<file path="config.mk">
export PLATFORM = sky130hd
export DESIGN_NAME = regs
export DESIGN_NICKNAME = d
export VERILOG_FILES = /design/src/rtl/regs.sv
export SDC_FILE = /design/constraint.sdc
export NUM_CORES = 2
export LEC_CHECK = 0
export CORE_ASPECT_RATIO = 1.1
export CORE_MARGIN = 2
export CORE_UTILIZATION = 35
export CTS_BUF_LIST = sky130_fd_sc_hd__clkbuf_2
export CTS_CLUSTER_SIZE = 12
export DETAILED_ROUTE_END_ITERATION = 10
export GPL_TIMING_DRIVEN = 0
export REMOVE_ABC_BUFFERS = 1
export SLEW_MARGIN = 10
export SYNTH_ARGS = -nofsm -noshare
export SYNTH_HDL_FRONTEND = slang
export SYNTH_SLANG_ARGS = --single-unit
</file>
<file path="constraint.sdc">
create_clock -name clk -period 4.5 [get_ports clk]
set_clock_uncertainty 0.2 [all_clocks]
set_input_delay 0.9 -clock clk [delete_from_list [all_inputs] [get_ports clk]]
set_output_delay 0.9 -clock clk [all_outputs]
set_load 0.02 [all_outputs]
</file>
<file path="src/rtl/regs.sv">
// 32 x 32-bit register file: two combinational read ports with write-through bypass, x0 fixed at 0.
// Define REGS_DBG_EN to add a third (debug) read port with the same read rules.
module regs (
    input  logic        clk,
    input  logic        rst_n,
    input  logic [4:0]  reg1_raddr_i,
    input  logic [4:0]  reg2_raddr_i,
    output logic [31:0] reg1_rdata_o,
    output logic [31:0] reg2_rdata_o,
`ifdef REGS_DBG_EN
    input  logic [4:0]  dbg_raddr_i,
    output logic [31:0] dbg_rdata_o,
`endif
    input  logic        reg_wen_i,
    input  logic [4:0]  reg_waddr_i,
    input  logic [31:0] reg_wdata_i
);

    logic [31:0] regs_q [32];
    logic        wr_en;

    assign wr_en = reg_wen_i && (reg_waddr_i != 5'd0);

    always_ff @(posedge clk or negedge rst_n) begin
        if (!rst_n) begin
            for (int i = 0; i < 32; i++) begin
                regs_q[i] <= '0;
            end
        end else if (wr_en) begin
            regs_q[reg_waddr_i] <= reg_wdata_i;
        end
    end

    // Read priority: reset or x0 -> 0, then bypass of the in-flight write, then storage.
    function automatic logic [31:0] read_sel(
        input logic [4:0]  addr,
        input logic [31:0] stored,
        input logic        rst_act,
        input logic        wen,
        input logic [4:0]  waddr,
        input logic [31:0] wdata
    );
        logic [31:0] data;
        data = stored;
        if (rst_act || (addr == 5'd0)) begin
            data = '0;
        end else if (wen && (waddr == addr)) begin
            data = wdata;
        end
        return data;
    endfunction

    always_comb begin
        reg1_rdata_o = read_sel(reg1_raddr_i, regs_q[reg1_raddr_i], !rst_n,
                                reg_wen_i, reg_waddr_i, reg_wdata_i);
    end

    always_comb begin
        reg2_rdata_o = read_sel(reg2_raddr_i, regs_q[reg2_raddr_i], !rst_n,
                                reg_wen_i, reg_waddr_i, reg_wdata_i);
    end

`ifdef REGS_DBG_EN
    always_comb begin
        dbg_rdata_o = read_sel(dbg_raddr_i, regs_q[dbg_raddr_i], !rst_n,
                               reg_wen_i, reg_waddr_i, reg_wdata_i);
    end
`endif

endmodule

</file>
==> metrics.cfg <==
[placed_design]
dpl_cell_area_um2 = 59200
io_buffers = 113
post-place-ws_ps = -2010
hpwlAfterDp_um = 103000
place_congestion = 0.726

[power_and_ir_drop]
p_clk_share_pct = 26.7
ir_worst_vdd_mv = 0.263
p_sw_mw = 7.69
combinationalPowerShare_pct = 24.6
swShare_pct = 30.8
leakagePower_nw = 28.3
seq_power_share_pct = 48.7
p_per_area_nw_per_um2 = 387
p_int_mw = 17.3

[clock_network]
clk_pin_slew_ps = 110
h-tree-depth = 5
clock-sinks = 1024
cts_tree = done
cts_buffers = 298
worstSkewPairLatency_ps = 1580
cts_root_buf = clkbuf_2
cts.path.max_buffers = 4

[floorplanning]
fp.dieW_um = 380
io_pins = 114
placementRows = 151
core-area_um2 = 154000
design.die.area_um2 = 159000
die-height_um = 417
initial_core_util_pct = 35.3

[grt]
grt_max_degree = 163
grt_overflow = 0
grt_pass1_vias = 38400
track_usage_pct = 22.6
grt_pass1_wl_um = 264000
antenna_found_initial = 4

[synth]
yosys_warnings = 0
yosysSeqAreaShare_pct = 47.1
synth-edff-count = 0
synth_most_common_cell = dfrtp_1
synth.cell_area_um2 = 54400
synth_area_leaders = dfrtp_1 47%, mux2_2 20%, mux4_2 20%
async_reset_ff_share_pct = 100
synth.ff_latch_count = 1024
ys_top_cells_by_count = 1024 x dfrtp_1, 976 x mux2_2, 480 x mux4_2
syn_avg_cell_area_um2 = 15.2
synth_top_area_share_pct = 47.1
ys_types = 38
synth_ff_type = dfrtp_1
netlist.top_cell.by_area = dfrtp_1
synth_cells = 3581

[routing]
ant_nets = 0
vias = 36700
wl_per_cell_um = 29.7
drc = 0
via_per_inst = 6.01
routed_wl_um = 182000
dr.pass1.iters = 5
drt_iter0_drc = 3444

[layout]
biggestRegsByFlops = regs_q: 1024 flops
nets = 3896
largest_reg_flops = 1024
fillers = 14300
final_layout_size_suffix_gt1_share_pct = 60.4
syn_to_final_growth_pct = 18.7
design_area_um2 = 64500
top_register = regs_q

[sta]
min_period_ps = 4780
setup_violations = 32
hold_violations = 0
rsz0062_at_grt = yes
post-route-period-util_pct = 106
setup_slack_ps = -280
max_slew_margin_pct = 15.1
max_clock_freq_mhz = 209
tightest_slew_ps = 1270
maxSlewViolCount = 0

[worst_setup_path]
worstSetupPathType = flop to primary output
path_buf_inv = 1
critPathMaxStageDelay_ps = 540
cp_common_cell = mux4_2
crit_path_start_kind = flop
crit_chain = mux4_2 -> mux4_2 -> nor2b_4 -> a211o_1 -> buf_6
cp_slowest_cell = mux4_2
end_kind = primary output
cp_data_arrival_time_ps = 3680
critical_path_required_ps = 3400
critical_path.max_fanout = 3
cpLargestDelayFamily = multiplexers

[status]
failed_checks = setup timing
status = complete, but fails checks

[flow_run]
maxCapViolCount = 0

[worst_hold_path]
hold_path.class = primary input to flop

==> cell families (layout without fill, tap and decap cells) <==
kind of cell              Yosys count  in the layout  share of synthesized area, %
AOI/OAI and AO/OA                 423            423                          5.68
xor gates and xnor gates            9              9                         0.145
buffers and inverters             425            874                          3.32
DFF                              1024           1024                          47.1
muxes                            1600           1600                          42.8
other                               0              8                             0
and+or+nand+nor                   100            100                         0.984
==> timing repair <==
action,in CTS,in global routing
setup buffers,82,29
pin swaps,103,53
cloned,19,4
endpoints found under the hold margin,1024,45
hold buffers,20,5
resized for setup,484,99
setup endpoints to repair,64,63
==> final timing paths <==
check	start	to	slack [ps]	cells past startpoint
min in group asynchronous	rst_n	regs_q[469]	260	7
worst max register to register	regs_q[771]	regs_q[771]	3290	3
worst min-delay path	reg_waddr_i[2]	regs_q[812]	40	4
worst min register to register	regs_q[1011]	regs_q[1011]	200	0
worst max-delay path	regs_q[33]	reg2_rdata_o[1]	-280	5
max in group asynchronous	rst_n	regs_q[327]	2160	9
==> worst register-to-register path: stages, from the launching register on <==
cell and delay, ps:
dfrtp_1 410, buf_6 120, buf_4 120, mux2_2 260
==> power by group through the flow <==
stage / sequential (mW) / clock [mW] / combinational (mW)
floorplan: 11.9 / 0 / 3.86
CTS: 12.1 / 6.87 / 6.00
global placement: 12.3 / 0 / 6.11
finish: 12.1 / 6.67 / 6.13
global route: 12.4 / 7.37 / 6.53
detailed placement: 12.3 / 0 / 5.52
==> final cells by class <==
cell class              instances  area, um2  area share [%]
diodes                          8       20.0          0.0310
repair buffers                387       5820            9.01
inverters                       3       13.8          0.0213
clock inverters                50        225           0.349
clock buffers                 434       2170            3.37
multi-input cells            2132      28100            43.5
well taps                    2065       2580            4.00
flip-flops and latches       1024      25600            39.7
==> routing by layer <==
| metal | vias up | part of all wire, % | global-route usage, % |
|---|---|---|---|
| li1 | 14700 | - | - |
| met1 | 19900 | 42 | 30.5 |
| met2 | 1584 | 47 | 35.2 |
| met3 | 451 | 7.5 | 5.08 |
| met4 | 0 | 3.8 | 9.58 |
| met5 | - | 0 | 0 |
==> placed cells by master (no fill, tap or decap), types with 64 or more instances in the layout <==
cell      netlist  routed
a22oi_1       160      96
buf_4           6     103
clkbuf_2        0     437
buf_6          12      87
mux4_2        480     480
dfrtp_1      1024    1024
mux2i_1       128     126
mux2_2        976     976
a22oi_2         0      64
buf_16          0      65
==> through the flow <==
stage               setup TNS (ps)  power [mW]  hold slack (ps)  cells  utilization, %
global placement                 -        18.4              176   5337            36.5
CTS                         -12470        25.0             75.8   6063            41.4
global route                -11050        26.3            -12.9   6101            41.9
finish                       -5610        24.9             41.5   6103            41.9
detailed placement         -103000        17.8              182   5458            38.4
floorplan                   -27850        15.8              165   3159               -
Power figures use the tool's default switching activity.
